## src/rtl/alu_seq_ctrl.sv

```systemverilog
// Sequencing controller for the 32-bit ALU with a sequential multiplier.
// Holds operands stable, times multiplies, and returns results over valid/ready.
module alu_seq_ctrl #(
    parameter int unsigned WIDTH       = 32,
    parameter int unsigned MULT_CYCLES = 33,
    parameter int unsigned CNT_W       = 8
) (
    input  logic             clk,
    input  logic             rst,
    input  logic             req_valid,
    output logic             req_ready,
    input  logic [WIDTH-1:0] req_a,
    input  logic [WIDTH-1:0] req_b,
    input  logic [2:0]       req_op,
    output logic [WIDTH-1:0] alu_a,
    output logic [WIDTH-1:0] alu_b,
    output logic [2:0]       alu_op,
    output logic             mult_start,
    input  logic [WIDTH-1:0] alu_result,
    output logic             rsp_valid,
    input  logic             rsp_ready,
    output logic [WIDTH-1:0] rsp_result,
    output logic [2:0]       rsp_op,
    output logic             busy
);

    localparam logic [2:0]       OP_MUL   = 3'b010;
    localparam logic [CNT_W-1:0] CNT_LOAD = CNT_W'(MULT_CYCLES - 1);

    typedef enum logic [2:0] {
        S_IDLE,
        S_EXEC,
        S_MSTART,
        S_MWAIT,
        S_RESP
    } state_t;

    state_t           r_state;
    state_t           w_next_state;
    logic [CNT_W-1:0] r_cnt;
    logic             w_accept;
    logic             w_capture;

    // Ready is the only combinational output; it must drop while rst is held.
    assign req_ready = (r_state == S_IDLE) && !rst;
    assign w_accept  = req_valid && req_ready;

    always_ff @(posedge clk or posedge rst) begin
        if (rst) begin
            r_state <= S_IDLE;
        end else begin
            r_state <= w_next_state;
        end
    end

    always_comb begin
        w_next_state = r_state;
        w_capture    = 1'b0;
        case (r_state)
            S_IDLE: begin
                if (w_accept) begin
                    w_next_state = (req_op == OP_MUL) ? S_MSTART : S_EXEC;
                end
            end
            S_EXEC: begin
                w_capture    = 1'b1;
                w_next_state = S_RESP;
            end
            S_MSTART: begin
                w_next_state = S_MWAIT;
            end
            S_MWAIT: begin
                if (r_cnt == '0) begin
                    w_capture    = 1'b1;
                    w_next_state = S_RESP;
                end
            end
            S_RESP: begin
                if (rsp_ready) begin
                    w_next_state = S_IDLE;
                end
            end
            default: begin
                w_next_state = S_IDLE;
            end
        endcase
    end

    // Multiply wait counter: loaded in MSTART so MWAIT spans exactly MULT_CYCLES.
    always_ff @(posedge clk or posedge rst) begin
        if (rst) begin
            r_cnt <= '0;
        end else if (r_state == S_MSTART) begin
            r_cnt <= CNT_LOAD;
        end else if ((r_state == S_MWAIT) && (r_cnt != '0)) begin
            r_cnt <= r_cnt - CNT_W'(1);
        end
    end

    always_ff @(posedge clk or posedge rst) begin
        if (rst) begin
            alu_a      <= '0;
            alu_b      <= '0;
            alu_op     <= 3'b000;
            rsp_result <= '0;
            rsp_op     <= 3'b000;
            mult_start <= 1'b0;
            rsp_valid  <= 1'b0;
            busy       <= 1'b0;
        end else begin
            if (w_accept) begin
                alu_a  <= req_a;
                alu_b  <= req_b;
                alu_op <= req_op;
            end
            if (w_capture) begin
                rsp_result <= alu_result;
                rsp_op     <= alu_op;
            end
            // Registered decodes of the next state keep these aligned with r_state.
            mult_start <= (w_next_state == S_MSTART);
            rsp_valid  <= (w_next_state == S_RESP);
            busy       <= (w_next_state != S_IDLE);
        end
    end

endmodule

```

## config.mk

```make
export PLATFORM = sky130hd
export DESIGN_NAME = alu_seq_ctrl
export DESIGN_NICKNAME = d
export VERILOG_FILES = /design/src/rtl/alu_seq_ctrl.sv
export SDC_FILE = /design/constraint.sdc
export NUM_CORES = 1
export LEC_CHECK = 0
export CORE_UTILIZATION = 56
export CTS_CLUSTER_SIZE = 20
export DETAILED_ROUTE_END_ITERATION = 12
export DONT_BUFFER_PORTS = 1
export PLACE_DENSITY = 0.74
export SETUP_SLACK_MARGIN = 0.4
export SYNTH_ARGS = -nofsm -noshare
export SYNTH_HDL_FRONTEND = slang
export SYNTH_SLANG_ARGS = --single-unit
```

## constraint.sdc

```tcl
create_clock -name clk -period 3.55 [get_ports clk]
set_input_delay 0.71 -clock clk [delete_from_list [all_inputs] [get_ports clk]]
set_output_delay 0.71 -clock clk [all_outputs]
set_load 0.02 [all_outputs]
```

---- Yosys cells after proc, flatten, opt, wreduce, memory -nomap -nowiden ----
Index checks and enable logic that the tools add are counted.
operators by class
  reductions and logical operators ........ 9
  eq/ne operators ......................... 7
  $add $sub $neg .......................... 1
  mux-type cells .......................... 9
operators with widths
  kind                                               number
  two-way mux 8 bit                                  2
  case mux 3 bit (5 select lines)                    1
  == test 3 x 2 -> 1 bit (second input constant)     4
  two-way mux 3 bit                                  3
  zero test 8 bit                                    1
  nonzero test 8 bit                                 1
  subtractor 8 x 1 -> 8 bit (second input constant)  1
  == test 3 bit (second input constant)              2
  == test 3 x 1 -> 1 bit (second input constant)     1
  logical AND 1 bit                                  3
  zero test 3 bit                                    1
  nonzero test 3 bit                                 1
  two-way mux 2 bit                                  1
  case mux 1 bit (2 select lines)                    1
  nonzero test 2 bit                                 1
  zero test 1 bit                                    1
  two-way mux 1 bit                                  1
word-level totals
  input bits .............................. 103
  logic and storage cells ................. 36
  register bits ........................... 116
  output and inout port bits .............. 106

---- Depth between registers and ports, before layout ----
  depth in word-level cells ............... 6
  depth in mapped cells ................... 7
  depth with buffers taken out ............ 6

---- Worst setup path before layout ----
Ideal clock, no wire load.
  kind .................................... input -> register
  start ................................... input rst
  end ..................................... register alu_op[0]
  setup slack ............................. 1.655 ns
  arrival ................................. 1.767 ns
  library setup time ...................... 0.128 ns
  required time ........................... 3.422 ns
  path buffers ............................ 2
  stages on the path ...................... 5
  path through ............................ nor4_4 > nand2_2 > buf_6 > buf_6 > mux2_1
on the way
  cells in the longest elaborated chain, start to end .. 3
RTL lines
  element                    RTL line  RTL
  start, declared            9         input logic rst,
  zero test 1 bit (no line)  -
  logical AND 1 bit          45        assign req_ready = (r_state == S_IDLE) && !rst;
  logical AND 1 bit          46        assign w_accept = req_valid && req_ready;
  end signal, assigned       114       alu_op <= req_op;
  end, declared              17        output logic [2:0] alu_op,
No other way between the ends.
A chain may end at the register's enable or synchronous reset.

---- Worst setup path after layout ----
  start ................................... register r_state[1]
  end ..................................... register alu_b[26]
on the way
  cells in the longest elaborated chain, start to end .. 3
RTL lines
  element                 RTL line  RTL
  start, declared         38        state_t r_state;
  start signal, assigned  52        r_state <= w_next_state;
  zero test 3 bit         45
  logical AND 1 bit       45
  named net req_ready     11        output logic req_ready,
  logical AND 1 bit       46
  end signal, assigned    113       alu_b <= req_b;
  end, declared           16        output logic [WIDTH-1:0] alu_b,
The timed path passes the listed nets, and every way through them passes these cells.

==> impl_metrics.py <==
metrics = {
    "synth": {
        "yosysSeqAreaShare_pct": 61.3,
        "synth_ff_type": "dfrtp_1",
        "synthesis.nets": 398,
        "synthCells": 294,
        "ys_types": 38,
        "ys_seq_elements": 116,
        "postSynthAreaPerCell_sq_um": 16.1,
        "async_reset_ff_share_pct": 100,
        "netlist_area_sq_um": 4730,
        "synth_edf_count": 0,
        "synth_warnings": 0,
    },
    "floorplan": {
        "die_h_microns": 94.0,
        "fp.coreArea_sq_um": 8220,
        "ios": 209,
        "rows": 33,
        "initial_core_util_pct": 57.6,
        "die_x_microns": 94.0,
        "dieArea_sq_um": 8830,
    },
    "setup_path": {
        "cp.arrival_ns": 3.01,
        "startpoint": "r_state[1]$_DFF_PP0_",
        "path_cells": "nor4_4, nand2_2, buf_4, mux2_2",
        "end_kind": "register",
        "crit_fanout": 44,
        "critPathMaxStageDelay_ns": 0.69,
        "regToRegStartpoint": "r_state[1]$_DFF_PP0_",
        "slowest_stage": "nand2_2",
        "cp.required_ns": 3.93,
        "start_kind": "register",
        "criticalPathCategory": "reg2reg",
    },
    "timing": {
        "fin_crit_ns": 2.63,
        "setup_tns_ns": 0,
        "finalHoldViolCount": 0,
        "fmax_mhz": 380,
        "slew_headroom_pct": 32.3,
        "max_slew.worst_pin.slew_ns": 1.01,
        "finalCritPeriodShare_pct": 74.1,
        "setup_viol": 0,
        "rsz0062_at_grt": "false",
        "maxSlewViolCount": 0,
        "skew_ns": 0.00903,
    },
    "final_layout": {
        "diodes": 0,
        "nFillCells": 589,
        "finalInstanceArea_sq_um": 5340,
        "mostFrequentLayoutCells": "116 x dfrtp_1, 64 x mux2_2, 30 x mux2_4",
        "area_growth_pct": 12.7,
        "multi_input_area_sq_um": 1690,
        "finalNetCount": 406,
        "seqCellArea_sq_um": 2900,
        "final_common_cell": "dfrtp_1",
        "drive_above_1_share_pct": 44.8,
    },
    "clock_tree": {
        "cts_tree": "yes",
        "cts_root_buf": "clkbuf_8",
        "ctsHoldBuffers": 0,
        "clk_pin_slew_ns": 0.06,
        "clk_latency_ns": 0.49,
        "cts_setup_buffers": 0,
        "cts_resized": 0,
        "clkSinkCount": 116,
        "cts_buffer_depth": 2,
        "h-tree-depth": 4,
        "cts_made_buffers": 17,
    },
    "route": {
        "drc": 0,
        "routedWlPerCell_microns": 20.3,
        "vias": 2393,
        "ant_nets": 0,
        "wirelength_microns": 8520,
        "via_per_inst": 5.70,
        "first_iter_violations": 48,
        "first_pass_iters": 4,
    },
    "pwr": {
        "max-vdd-ir-drop_mv": 0.578,
        "power.leakage_nw": 2.42,
        "power_density_nw_per_um2": 1130,
    },
    "global_routing": {
        "antenna_found_initial": 0,
        "grt_pass1_vias": 2592,
        "grt_max_degree": 80,
        "grt_use_total_pct": 20.1,
        "globalRouteOverflowTotal": 0,
        "grt_pass1_wl_microns": 13100,
    },
    "placement": {
        "place.gp.congestion": 0.783,
        "dp_hpwl_microns": 5910,
        "io_buffers": 0,
        "dpl_cell_area_sq_um": 4780,
    },
    "flow_run": {
        "cap_violations": 0,
    },
    "outcome": {
        "status": "finished clean",
    },
    "min_path": {
        "hp-class": "in2async",
    },
}
==> through the flow <==
step | hold slack, ns | std cells | utilization (%) | power [mW] | setup WS (ns)
final | 0.198 | 420 | 65.0 | 6.04 | 0.920
after global routing | 0.231 | 420 | 65.0 | 6.34 | 0.732
after CTS | 0.205 | 420 | 65.0 | 6.10 | 0.886
after detailed placement | 0.550 | 388 | 58.1 | 4.50 | 0.865
after global placement | 0.543 | 388 | 58.1 | 4.43 | 0.923
after floorplan | 0.520 | 294 | - | 4.25 | 1.43
==> final timing paths <==
check | end | slack, ns | cells past startpoint
hold / removal | alu_b[0]$_DFFE_PP0N_ | 0.20 | 2
setup / recovery | alu_b[26]$_DFFE_PP0N_ | 0.92 | 4
hold reg to reg | r_cnt[1]$_DFFE_PP0P_ | 0.57 | 1
max in group asynchronous | alu_a[2]$_DFFE_PP0N_ | 2.99 | 2
min in group clk | alu_b[5]$_DFFE_PP0N_ | 0.35 | 1
setup reg to reg | alu_b[26]$_DFFE_PP0N_ | 0.92 | 4
==> registers in the layout, indices dropped and copies added (netlist names), 3 cells and up <==
| name | flops |
|---|---|
| alu_a | 32 |
| alu_b | 32 |
| alu_op | 3 |
| r_cnt | 8 |
| r_state | 3 |
| rsp_op | 3 |
| rsp_result | 32 |
==> final cells by class <==
type	count	share of cell area, %
timing repair buffer	4	0.797
multi-input combinational	160	31.6
sequential	116	54.4
inverter	3	0.281
clock inverter	15	2.74
clock buffer	17	7.76
tap	105	2.46
==> worst max-delay path, delay by kind of cell, from the launching register on <==
kind,cells,cell delay (ns)
multiplexers,1,0.29
buffers and inverters,1,0.46
AND/OR/NAND/NOR,2,1.24
flip-flops,1,0.51
==> report_power, final <==
part / switching [mW] / internal [mW] / leakage [nW]
combinational: 0.443 / 0.774 / 0.763
clock: 0.629 / 0.945 / 0.269
sequential: 1.28 / 1.97 / 1.38
==> routing by layer <==
metal | vias up | track usage, % | share of wire (%)
li1 | 1063 | - | -
met1 | 1182 | 23.0 | 39
met2 | 140 | 32.5 | 49
met3 | 8 | 8.50 | 11
met4 | 0 | 9.49 | 1.1
met5 | - | 0 | 0
==> logic make-up after synthesis <==
kind of cell    after synthesis  share of synthesized area (%)
fa+ha+maj                     1                          0.264
buf+inv                      18                           3.09
simple gates                 41                           5.97
flops                       116                           61.3
mux                         105                           27.3
compound gates               13                           2.09
==> Yosys cell counts, types with 2 or more instances <==
cell / count / area share (%)
and3_1: 2 / 0.26
buf_12: 3 / 1.3
buf_2: 6 / 0.63
buf_4: 2 / 0.32
buf_6: 2 / 0.48
clkbuf_1: 2 / 0.16
dfrtp_1: 116 / 61
inv_1: 3 / 0.24
mux2_1: 8 / 1.9
mux2_2: 64 / 15
mux2_4: 30 / 9.5
mux2i_1: 3 / 0.63
nand2_1: 5 / 0.40
nand3_1: 3 / 0.32
nand3b_1: 2 / 0.32
nand4_1: 4 / 0.53
nor2_1: 8 / 0.63
nor2b_1: 2 / 0.26
nor3_1: 2 / 0.21
nor3b_1: 2 / 0.32
nor4_4: 2 / 0.90
o211ai_1: 3 / 0.48
o21ai_0: 3 / 0.32
o31ai_1: 2 / 0.32
or2_2: 2 / 0.26
No activity file was read; power rests on OpenSTA's default activity.
